$ cat config.mk
export PLATFORM = sky130hd
export DESIGN_NAME = ps2_key_decoder
export DESIGN_NICKNAME = d
export VERILOG_FILES = /design/src/rtl/ps2_key_decoder.sv
export SDC_FILE = /design/constraint.sdc
export NUM_CORES = 1
export LEC_CHECK = 0
export BUFFER_PORTS_ARGS = -buffer_cell sky130_fd_sc_hd__buf_2
export CAP_MARGIN = 30
export CORE_MARGIN = 4
export CORE_UTILIZATION = 64
export CTS_CLUSTER_DIAMETER = 100
export DETAILED_ROUTE_END_ITERATION = 16
export MAX_ROUTING_LAYER = met4
export PLACE_DENSITY = 0.89
export SYNTH_ARGS = -nofsm -noshare
export SYNTH_HDL_FRONTEND = slang
export SYNTH_SLANG_ARGS = --single-unit
$ cat constraint.sdc
create_clock -name clk -period 4.52 [get_ports clk]
set_input_delay 1.13 -clock clk [delete_from_list [all_inputs] [get_ports clk]]
set_output_delay 1.13 -clock clk [all_outputs]
set_load 0.1 [all_outputs]
$ cat src/rtl/ps2_key_decoder.sv
// rtl/ps2_key_decoder.sv - PS/2 keyboard receiver and held-key tracker
//
// Receives PS/2 device-to-host frames, checks odd parity and the stop bit,
// and decodes set-2 make/break sequences into a held-key bitmap.
//
// Ports:
//   clk            system clock
//   reset          asynchronous active-high reset
//   ps2_clk        raw PS/2 clock (asynchronous)
//   ps2_data       raw PS/2 data (asynchronous)
//   keyboard_data  held-key bitmap, [4:0] = L,D,S,A,W, [7:5] = 0
//   key_event      1-cycle pulse when keyboard_data changes
//   scan_code      last correctly received byte
//   scan_valid     1-cycle pulse when scan_code is updated
//   frame_error    1-cycle pulse on parity, stop or timeout error
module ps2_key_decoder #(
    parameter int FILTER_LEN     = 8,
    parameter int TIMEOUT_CYCLES = 100_000
) (
    input  logic       clk,
    input  logic       reset,
    input  logic       ps2_clk,
    input  logic       ps2_data,
    output logic [7:0] keyboard_data,
    output logic       key_event,
    output logic [7:0] scan_code,
    output logic       scan_valid,
    output logic       frame_error
);
    localparam int FW = $clog2(FILTER_LEN + 1);
    localparam int TW = $clog2(TIMEOUT_CYCLES + 1);

    localparam logic [1:0] RX_IDLE   = 2'd0;
    localparam logic [1:0] RX_DATA   = 2'd1;
    localparam logic [1:0] RX_PARITY = 2'd2;
    localparam logic [1:0] RX_STOP   = 2'd3;

    localparam logic [1:0] DEC_NORMAL    = 2'd0;
    localparam logic [1:0] DEC_BREAK     = 2'd1;
    localparam logic [1:0] DEC_EXT       = 2'd2;
    localparam logic [1:0] DEC_EXT_BREAK = 2'd3;

    logic          clk_s1, clk_s2, dat_s1, dat_s2;
    logic          filt_clk;
    logic [FW-1:0] filt_cnt;
    logic          filt_toggle, strobe;

    logic [1:0]    rx_state;
    logic [7:0]    shift_reg;
    logic [2:0]    bit_cnt;
    logic          parity_bit;
    logic [TW-1:0] to_cnt;
    logic          timeout;

    logic [1:0]    dec_state, dec_next;
    logic [7:0]    kd_next;
    logic          key_hit;
    logic [2:0]    key_bit;

    // Synchronisers idle high, matching the idle level of the PS/2 bus.
    always_ff @(posedge clk or posedge reset) begin
        if (reset) begin
            clk_s1 <= 1'b1;
            clk_s2 <= 1'b1;
            dat_s1 <= 1'b1;
            dat_s2 <= 1'b1;
        end else begin
            clk_s1 <= ps2_clk;
            clk_s2 <= clk_s1;
            dat_s1 <= ps2_data;
            dat_s2 <= dat_s1;
        end
    end

    // The filtered clock follows the synced clock only after FILTER_LEN
    // consecutive samples that disagree with it; any agreeing sample restarts.
    assign filt_toggle = (clk_s2 != filt_clk) && (filt_cnt == FW'(FILTER_LEN - 1));
    assign strobe      = filt_toggle && filt_clk;

    always_ff @(posedge clk or posedge reset) begin
        if (reset) begin
            filt_clk <= 1'b1;
            filt_cnt <= '0;
        end else if (clk_s2 == filt_clk) begin
            filt_cnt <= '0;
        end else if (filt_toggle) begin
            filt_clk <= clk_s2;
            filt_cnt <= '0;
        end else begin
            filt_cnt <= filt_cnt + FW'(1);
        end
    end

    assign timeout = (rx_state != RX_IDLE) && !strobe &&
                     (to_cnt == TW'(TIMEOUT_CYCLES - 1));

    always_ff @(posedge clk or posedge reset) begin
        if (reset) begin
            rx_state    <= RX_IDLE;
            shift_reg   <= '0;
            bit_cnt     <= '0;
            parity_bit  <= 1'b0;
            to_cnt      <= '0;
            scan_code   <= '0;
            scan_valid  <= 1'b0;
            frame_error <= 1'b0;
        end else begin
            scan_valid  <= 1'b0;
            frame_error <= 1'b0;
            if (rx_state == RX_IDLE || strobe) begin
                to_cnt <= '0;
            end else begin
                to_cnt <= to_cnt + TW'(1);
            end
            if (timeout) begin
                rx_state    <= RX_IDLE;
                frame_error <= 1'b1;
            end else if (strobe) begin
                case (rx_state)
                    RX_IDLE: begin
                        // A high line at a falling edge is not a start bit.
                        if (!dat_s2) begin
                            rx_state <= RX_DATA;
                            bit_cnt  <= '0;
                        end
                    end
                    RX_DATA: begin
                        shift_reg <= {dat_s2, shift_reg[7:1]};
                        bit_cnt   <= bit_cnt + 3'd1;
                        if (bit_cnt == 3'd7) begin
                            rx_state <= RX_PARITY;
                        end
                    end
                    RX_PARITY: begin
                        parity_bit <= dat_s2;
                        rx_state   <= RX_STOP;
                    end
                    default: begin
                        if (dat_s2 && (^{shift_reg, parity_bit})) begin
                            scan_code  <= shift_reg;
                            scan_valid <= 1'b1;
                        end else begin
                            frame_error <= 1'b1;
                        end
                        rx_state <= RX_IDLE;
                    end
                endcase
            end
        end
    end

    always_comb begin
        key_hit = 1'b1;
        key_bit = 3'd0;
        case (scan_code)
            8'h1D:   key_bit = 3'd0;
            8'h1C:   key_bit = 3'd1;
            8'h1B:   key_bit = 3'd2;
            8'h23:   key_bit = 3'd3;
            8'h4B:   key_bit = 3'd4;
            default: key_hit = 1'b0;
        endcase
    end

    always_comb begin
        kd_next  = keyboard_data;
        dec_next = dec_state;
        if (frame_error) begin
            dec_next = DEC_NORMAL;
        end else if (scan_valid) begin
            if (scan_code == 8'h00 || scan_code == 8'hFF) begin
                // Keyboard overrun: release everything so motors stop.
                kd_next  = '0;
                dec_next = DEC_NORMAL;
            end else if (scan_code == 8'hE0) begin
                dec_next = DEC_EXT;
            end else if (scan_code == 8'hF0) begin
                if (dec_state == DEC_NORMAL) begin
                    dec_next = DEC_BREAK;
                end else if (dec_state == DEC_EXT) begin
                    dec_next = DEC_EXT_BREAK;
                end
            end else begin
                // Extended codes (e.g. keypad 4 vs. left arrow) never touch the bitmap.
                if (key_hit && dec_state == DEC_NORMAL) begin
                    kd_next[key_bit] = 1'b1;
                end else if (key_hit && dec_state == DEC_BREAK) begin
                    kd_next[key_bit] = 1'b0;
                end
                dec_next = DEC_NORMAL;
            end
        end
    end

    always_ff @(posedge clk or posedge reset) begin
        if (reset) begin
            keyboard_data <= '0;
            key_event     <= 1'b0;
            dec_state     <= DEC_NORMAL;
        end else begin
            keyboard_data <= kd_next;
            key_event     <= (kd_next != keyboard_data);
            dec_state     <= dec_next;
        end
    end
endmodule
==> impl_metrics.json, run 1 <==
{
  "worstSkewPairLatency_ns": 0.34,
  "drc": 0,
  "max_stage_delay_ns": 0.54,
  "synth_top_cell_by_area": "dfrtp_1",
  "die-area_um2": 6020,
  "cp.arrival_ns": 1.39,
  "async_reset_ff_frac": 1.00,
  "pin_count": 23,
  "drive_gt1_frac": 0.231,
  "met1_usage": 0.269,
  "drtAntennaViolNets": 0,
  "grt_max_degree": 42,
  "die_h_um": 77.6,
  "final_area_um2": 3540,
  "syn-cell-area_um2": 3100,
  "fillCellCount": 326,
  "gp_congestion": 0.870,
  "worst_slew_pin_slew_ns": 0.839,
  "outcome": "complete, no violations",
  "h-tree-depth": 3,
  "hold_buffers": 0,
  "grt_busiest_layer": "met2",
  "fin_ws_ns": 2.00,
  "rows": 25,
  "dr.pass1.iters": 4,
  "die-width_um": 77.6,
  "startpoint_type": "register",
  "wl_per_cell_um": 16.0,
  "numCtsBuffers": 9,
  "crit_family": "flip-flops",
  "cts_root_buffer": "clkbuf_8",
  "netlist_top_cells_area": "dfrtp_1 45%, mux2_2 6.9%, dfstp_2 4.2%",
  "top_register": "to_cnt",
  "fin_skew_ns": 0.00638,
  "hpwl_um": 4210,
  "place_ws_ns": 2.35,
  "grt_first_pass_wirelength_um": 10700,
  "whs_ns": 0.358,
  "final_cells": 392,
  "post-synth-top-area-fraction": 0.452,
  "finalHoldViolations": 0,
  "synthCells": 293,
  "nets": 333,
  "fmax_mhz": 397,
  "met3_usage": 0.0708,
  "max-clock-path-buffers": 2,
  "grt.overflow.total": 0,
  "cts-resized-gates": 0,
  "yosysWarnings": 0,
  "avgSynthCellArea_um2": 10.6,
  "finalSetupViolations": 0,
  "largest_reg_flops": 17,
  "synth_flop_cell": "dfrtp_1",
  "rsz0062_at_grt": "no",
  "finalCriticalPeriod_ns": 2.52,
  "cp_cell_sequence": "buf_2",
  "synthDistinctLibCells": 51,
  "area_growth_syn_to_layout_pct": 14.1,
  "total_power_mw": 1.27,
  "powerDensity_nw_per_um2": 358,
  "initial_utilization": 0.656,
  "drv_slew": 0,
  "cts_tree": "yes",
  "synth_nets": 306,
  "synth_edf_count": 0,
  "post-cts-setup-buffer-count": 0,
  "placed_cell_area_um2": 3280,
  "grt_usage": 0.237,
  "viasPerCell": 5.76,
  "required_ns": 3.39,
  "drv_cap": 0,
  "crit_slowest_cell": "dfrtp_1",
  "drt-initial-drc-count": 100,
  "dp_cells": 376,
  "fin_crit_sh": 0.557,
  "wl_um": 6250,
  "cts.sinks": 61,
  "fp.coreArea_um2": 4720,
  "ys_seq_area_frac": 0.494,
  "grt_util_met2": 0.395,
  "worstSetupPathType": "reg2out",
  "tns_ns": 0,
  "hold_path_class": "reg2reg",
  "grt_pass1_vias": 2257,
  "vias": 2258,
  "port_buffers": 22,
  "worst_setup_path_end_kind": "output port",
  "leakage_nw": 1.62,
  "final_util": 0.749,
  "ys_seq_elements": 61,
  "path_buf_inv": 1,
  "relSlewSlack": 0.440,
  "diodes": 0,
  "clk_pin_slew_ns": 0.07,
  "path_max_fanout": 12,
  "antenna_found_initial": 0,
  "ir_drop_mv": 0.253
}
-- Yosys cell counts, types with 8 or more instances --
cell,number
dfrtp_1,56
nor2_1,34
mux2_2,19
nand2_1,19
xnor2_1,15
nor3_1,11
inv_1,10
nand3_1,10
o21ai_0,10
ha_1,9
xor2_1,9
a22o_1,8
-- logic make-up after synthesis --
logic type / count (synthesis) / share of synthesized area
XOR/XNOR: 26 / 0.0803
adder cells (fa/ha/maj): 9 / 0.0363
multiplexers: 20 / 0.0722
flip-flops: 61 / 0.494
AND/OR/NAND/NOR: 122 / 0.213
AO/OA/AOI/OAI: 37 / 0.0811
buffers and inverters: 18 / 0.0226
-- report_power, final --
group | switching (mW) | internal, mW | leakage [nW]
combinational | 0.0300 | 0.0202 | 0.659
clock | 0.215 | 0.423 | 0.131
sequential | 0.0132 | 0.567 | 0.833
total | 0.259 | 1.01 | 1.62
-- final timing paths --
| kind | startpoint | end | slack (ns) | cells after the start |
|---|---|---|---|---|
| worst max-delay path | scan_code[4] | scan_code[4] | 2.00 | 1 |
| worst min-delay path | dat_s1 | dat_s2 | 0.36 | 0 |
| worst max register to register | rx_state[0] | rx_state[1] | 2.37 | 7 |
| worst min register to register | dat_s1 | dat_s2 | 0.36 | 0 |
| max in group asynchronous | reset | to_cnt[6] | 2.78 | 3 |
| min in group asynchronous | reset | filt_cnt[1] | 0.95 | 2 |
-- cells in the final DEF, fill, tap and decap left out, types with 3 or more instances in the layout --
cell / synthesis / routed
inv_1: 10 / 9
or2_2: 3 / 3
nor3_1: 11 / 11
nand2b_1: 6 / 6
xor2_1: 9 / 9
mux2_2: 19 / 19
nor4_1: 5 / 5
and3_1: 3 / 3
nor2_1: 34 / 34
or3_1: 3 / 3
nand4_1: 6 / 6
dfrtp_1: 56 / 56
xnor2_1: 15 / 15
a22o_1: 8 / 8
nand2_1: 19 / 19
o21ai_0: 10 / 10
clkbuf_8: 0 / 9
nand3_1: 10 / 10
buf_2: 2 / 22
bufinv_16: 0 / 4
dfstp_2: 5 / 5
ha_1: 9 / 9
a21oi_1: 6 / 6
nor2b_1: 5 / 5
-- area by class of cell --
type / count / area (um^2) / share of cell area
clock inverters: 6 / 134 / 0.0378
clock buffers: 10 / 128 / 0.0361
inverters: 10 / 37.5 / 0.0106
repair buffers: 24 / 125 / 0.0354
well taps: 67 / 83.8 / 0.0237
flip-flops and latches: 61 / 1530 / 0.433
multi-input cells: 214 / 1500 / 0.423
-- per-layer routing --
| metal | wire (um) | vias to the layer above |
|---|---|---|
| met5 | 0 | - |
| met4 | 155 | 0 |
| met3 | 257 | 17 |
| met2 | 3180 | 59 |
| met1 | 2660 | 1099 |
| li1 | - | 1083 |
No activity file was read; power rests on OpenSTA's default activity.
==> run 2, diff against run 1 <==
CORE_UTILIZATION = 60   (was 64)
PLACE_DENSITY = 0.85   (was 0.89)
clock period = 2.4 ns   (was 4.52 ns; I/O delays follow)
==> run 2 against run 1 <==
Compared with the run above: sequential power grew 88%; highest routed layer unchanged; register-to-register slack worse by 2.0 ns; via count decreased by 0.27%; power grew 68%; final cell count grew 0.26%; first-iteration DRC count rose by 68%; utilization is 2.6 points lower; hold slack got worse by 0.089 ns; clock power is 48% higher; die area up 6.0%.
==> impl_metrics.json, run 2 (synthesis results as in run 1) <==
{
  "dr.pass1.iters": 4,
  "largest_reg_flops": 17,
  "h-tree-depth": 3,
  "rsz0062_at_grt": "no",
  "worstSkewPairLatency_ns": 0.35,
  "fin_skew_ns": 0.0119,
  "antenna_found_initial": 0,
  "gp_congestion": 0.872,
  "cp.arrival_ns": 2.26,
  "cts_tree": "yes",
  "drive_gt1_frac": 0.233,
  "top_register": "to_cnt",
  "wl_um": 5970,
  "post-cts-setup-buffer-count": 0,
  "grt_usage": 0.221,
  "whs_ns": 0.269,
  "die-width_um": 79.9,
  "area_growth_syn_to_layout_pct": 13.2,
  "leakage_nw": 1.61,
  "fin_ws_ns": 0.373,
  "hold_path_class": "in2async",
  "max-clock-path-buffers": 2,
  "grt_first_pass_wirelength_um": 10400,
  "final_cells": 393,
  "cts-resized-gates": 0,
  "hpwl_um": 4180,
  "fmax_mhz": 493,
  "initial_utilization": 0.639,
  "grt_max_degree": 39,
  "final_cell_mix": "56 x dfrtp_1, 34 x nor2_1, 22 x buf_2",
  "r2r_slack_ns": 0.37,
  "grt.overflow.total": 0,
  "pin_count": 23,
  "wl_per_cell_um": 15.2,
  "rr_startpoint": "filt_cnt[0]",
  "place_ws_ns": 0.389,
  "required_ns": 2.63,
  "fp.coreArea_um2": 4850,
  "relSlewSlack": 0.482,
  "worst_slew_pin_slew_ns": 0.770,
  "max_stage_delay_ns": 0.46,
  "worst_setup_path_end_kind": "register",
  "crit_slowest_cell": "nor4_1",
  "outcome": "complete, no violations",
  "clk_pin_slew_ns": 0.07,
  "total_power_mw": 2.13,
  "rows": 25,
  "fin_crit_sh": 0.845,
  "timing.rr.end": "rx_state[0]",
  "nets": 334,
  "drv_slew": 0,
  "cts.sinks": 61,
  "final_util": 0.724,
  "finalHoldViolations": 0,
  "cts_root_buffer": "clkbuf_8",
  "grt_pass1_vias": 2286,
  "viasPerCell": 5.73,
  "startpoint_type": "register",
  "drtAntennaViolNets": 0,
  "cp_cell_sequence": "ha_1 > nand3b_1 > o21bai_1 > nor4_1 > o21ai_1 > a22o_1",
  "drc": 0,
  "hold_buffers": 0,
  "finalCriticalPeriod_ns": 2.03,
  "tns_ns": 0,
  "reg2reg_depth": 6,
  "path_max_fanout": 6,
  "drt-initial-drc-count": 168,
  "port_buffers": 22,
  "final_area_um2": 3510,
  "die_h_um": 79.9,
  "drv_cap": 0,
  "ir_drop_mv": 0.464,
  "worstSetupPathType": "reg2reg",
  "layout_commonest_cell": "dfrtp_1",
  "finalSetupViolations": 0,
  "vias": 2252,
  "die-area_um2": 6380,
  "diodes": 0,
  "powerDensity_nw_per_um2": 608,
  "numCtsBuffers": 9,
  "dp_cells": 377,
  "placed_cell_area_um2": 3300
}
run 2: cell count changes in the layout (fill, tap and decap cells not counted), sizes merged:
cell	change
buf	+1
bufinv	-3
clkbuf	+3
clkinvlp	+1
inv	-1
run 2: worst max path at each step:
stage	startpoint	endpoint	slack [ns]	cells past startpoint
3_5_place_dp	filt_cnt[0]	rx_state[0]	0.39	6
4_1_cts	filt_cnt[0]	rx_state[1]	0.33	6
6_report	filt_cnt[0]	rx_state[0]	0.37	6
5_1_grt	filt_cnt[0]	rx_state[0]	0.15	6
3_3_place_gp	filt_cnt[0]	rx_state[1]	0.47	6
2_1_floorplan	scan_code[5]	key_event	0.02	6
run 2: cell type report:
cell class | count | area [um^2]
clock buffer | 13 | 169
clock inverter | 3 | 42.5
fill | 339 | 1340
inverter | 10 | 37.5
multi-input combinational | 214 | 1500
sequential | 61 | 1530
tap | 67 | 83.8
timing repair buffer | 25 | 145
run 2: per-layer routing:
layer / routed length [um] / track usage / up-vias
met5: 0 / - / -
met4: 150 / 0.101 / 0
met2: 3040 / 0.375 / 45
met3: 263 / 0.0666 / 17
met1: 2520 / 0.237 / 1098
li1: - / - / 1092
run 2: power by group:
group	internal [mW]	switching (mW)	leakage [nW]
logic	0.0399	0.0557	0.669
registers	1.07	0.0243	0.833
clock network	0.563	0.384	0.106
total	1.67	0.464	1.61
run 2: critical path, delay by kind of cell, from the launching register on:
family,cells,cell delay (ns)
compound gates,3,0.56
fa+ha+maj,1,0.24
flops,1,0.40
simple gates,2,0.71
==> run 3, diff against run 2 <==
ABC_AREA = 1   (was unset)
PLACE_DENSITY = 0.84   (was 0.85)
clock period = 2.06 ns   (was 2.4 ns; I/O delays follow)
==> run 3 against run 2 <==
Compared with the run above: critical path depth is 9 higher; final cell count is 27% higher; synthesized area is 1.3% higher; combinational power is 20% higher; largest power group unchanged; critical path type unchanged; design area is 5.2% higher; via count is 19% higher; sequential cell count stayed put; worst setup slack worse by 0.22 ns.
==> impl_metrics.json, run 3 <==
{
  "outcome": "complete, no violations",
  "yosysWarnings": 0,
  "synth_top_cell_by_area": "dfrtp_1",
  "dp_cells": 479,
  "startpoint_type": "register",
  "worstSetupPathType": "reg2reg",
  "gp_congestion": 0.832,
  "max_stage_delay_ns": 0.44,
  "synth_nets": 397,
  "placed_cell_area_um2": 3390,
  "viasPerCell": 5.36,
  "max-clock-path-buffers": 2,
  "finalSetupViolations": 0,
  "largest_reg_flops": 17,
  "grt.overflow.total": 0,
  "dr.pass1.iters": 4,
  "antenna_found_initial": 0,
  "finalHoldViolations": 0,
  "leakage_nw": 1.76,
  "fp.coreArea_um2": 5110,
  "hold_buffers": 0,
  "drtAntennaViolNets": 0,
  "drv_cap": 0,
  "clk_pin_slew_ns": 0.07,
  "nets": 439,
  "final_cell_mix": "92 x nand2_1, 50 x inv_1, 48 x dfrtp_1",
  "drc": 0,
  "cpMostUsedCell": "nand2_1",
  "worst_setup_path_end_kind": "register",
  "cts.sinks": 61,
  "hold_path_class": "in2async",
  "cp.arrival_ns": 2.14,
  "drt-initial-drc-count": 204,
  "initial_utilization": 0.615,
  "crit_slowest_cell": "dfrtp_2",
  "avgSynthCellArea_um2": 8.18,
  "cp_cell_sequence": "nand2_1 > inv_1 > nand2_1 > nor2_2 > nor2_2 > nand3_4 > buf_4 > nand3_1 > nand2_1 > nand2_1 > nand2_1 > nand3_1 > nand3_1 > nor2_1 > nand2_1",
  "place_ws_ns": 0.105,
  "die-width_um": 80.4,
  "synth_edf_count": 0,
  "h-tree-depth": 3,
  "required_ns": 2.29,
  "die_h_um": 80.4,
  "vias": 2684,
  "synth.most_common_cell": "nand2_1",
  "top_register": "to_cnt",
  "synthCells": 384,
  "finalCriticalPeriod_ns": 1.91,
  "whs_ns": 0.218,
  "port_buffers": 22,
  "grt_first_pass_wirelength_um": 10500,
  "fin_skew_ns": 0.00748,
  "cts_root_buffer": "clkbuf_8",
  "wl_um": 6190,
  "crit_family": "simple AND/OR/NAND/NOR gates",
  "fin_crit_sh": 0.925,
  "drv_slew": 0,
  "area_growth_syn_to_layout_pct": 17.5,
  "grt_usage": 0.212,
  "hpwl_um": 4290,
  "grt_max_degree": 62,
  "fin_ws_ns": 0.154,
  "total_power_mw": 2.43,
  "grt_pass1_vias": 2511,
  "worstSkewPairLatency_ns": 0.34,
  "relSlewSlack": 0.671,
  "powerDensity_nw_per_um2": 659,
  "numCtsBuffers": 9,
  "synth_common_cells": "93 x nand2_1, 56 x dfrtp_1, 52 x inv_1",
  "async_reset_ff_frac": 1.00,
  "rows": 26,
  "fmax_mhz": 525,
  "final_area_um2": 3690,
  "synthDistinctLibCells": 36,
  "ys_seq_elements": 61,
  "synth_flop_cell": "dfrtp_1",
  "netlist_top_cells_area": "dfrtp_1 45%, nand2_1 11%, inv_1 6.2%",
  "cts_tree": "yes",
  "ir_drop_mv": 0.667,
  "layout_commonest_cell": "nand2_1",
  "wl_per_cell_um": 12.3,
  "path_max_fanout": 8,
  "pin_count": 23,
  "post-synth-top-area-fraction": 0.446,
  "syn-cell-area_um2": 3140,
  "path_buf_inv": 2,
  "final_cells": 501,
  "drive_gt1_frac": 0.225,
  "diodes": 0,
  "worst_slew_pin_slew_ns": 0.496,
  "die-area_um2": 6460,
  "ys_seq_area_frac": 0.488
}
run 3: worst paths after layout:
path,startpoint,endpoint,slack [ns],cells past startpoint
max in group asynchronous,reset,clk_s1,1.53,3
setup reg to reg,scan_code[0],key_event,0.15,15
min in group clk,ps2_clk,clk_s1,0.27,1
hold / removal,reset,to_cnt[12],0.22,3
setup / recovery,scan_code[0],key_event,0.15,15
hold reg to reg,dat_s1,dat_s2,0.36,0
run 3: repair_timing:
| action | in CTS | in global routing |
|---|---|---|
| hold endpoints to repair | 0 | 0 |
| gates resized for setup | 0 | 19 |
| setup buffers | 0 | 6 |
| setup endpoints to repair | 0 | 14 |
run 3: per-layer routing:
metal / vias to the layer above / track usage / wire [um]
met4: 0 / 0.0878 / 101
met5: - / - / 0
met3: 10 / 0.0381 / 249
li1: 1330 / - / -
met2: 58 / 0.353 / 3120
met1: 1286 / 0.254 / 2720
run 3: final cells by class:
type | count | area, um^2
clock inverter | 4 | 47.5
timing repair buffer | 34 | 213
clock buffer | 12 | 145
multi-input combinational | 266 | 1450
fill | 394 | 1420
sequential | 61 | 1540
inverter | 54 | 203
tap | 70 | 87.6
run 3: worst min-delay path, cell delays in order:
cell and delay (ns):
buf_2 0.10, inv_2 0.06, buf_12 0.28
run 3: power by group:
part,total [mW],switching (mW),internal [mW]
clock,1.04,0.456,0.588
combinational,0.115,0.0755,0.0398
sequential,1.27,0.0313,1.24
total,2.43,0.562,1.87
run 3: cells by family after synthesis:
family / share of synthesized area
adders and majority gates: 0.0358
muxes: 0.00717
buffers and inverters: 0.0709
and+or+nand+nor: 0.260
xor gates and xnor gates: 0.0279
AOI/OAI and AO/OA: 0.111
DFF: 0.488
run 3: per-stage QoR:
| stage | TNS [ns] | util |
|---|---|---|
| floorplan | -0.741 | - |
| global placement | 0 | 0.663 |
| detailed placement | 0 | 0.663 |
| CTS | 0 | 0.701 |
| global route | -0.0470 | 0.723 |
| finish | 0 | 0.723 |
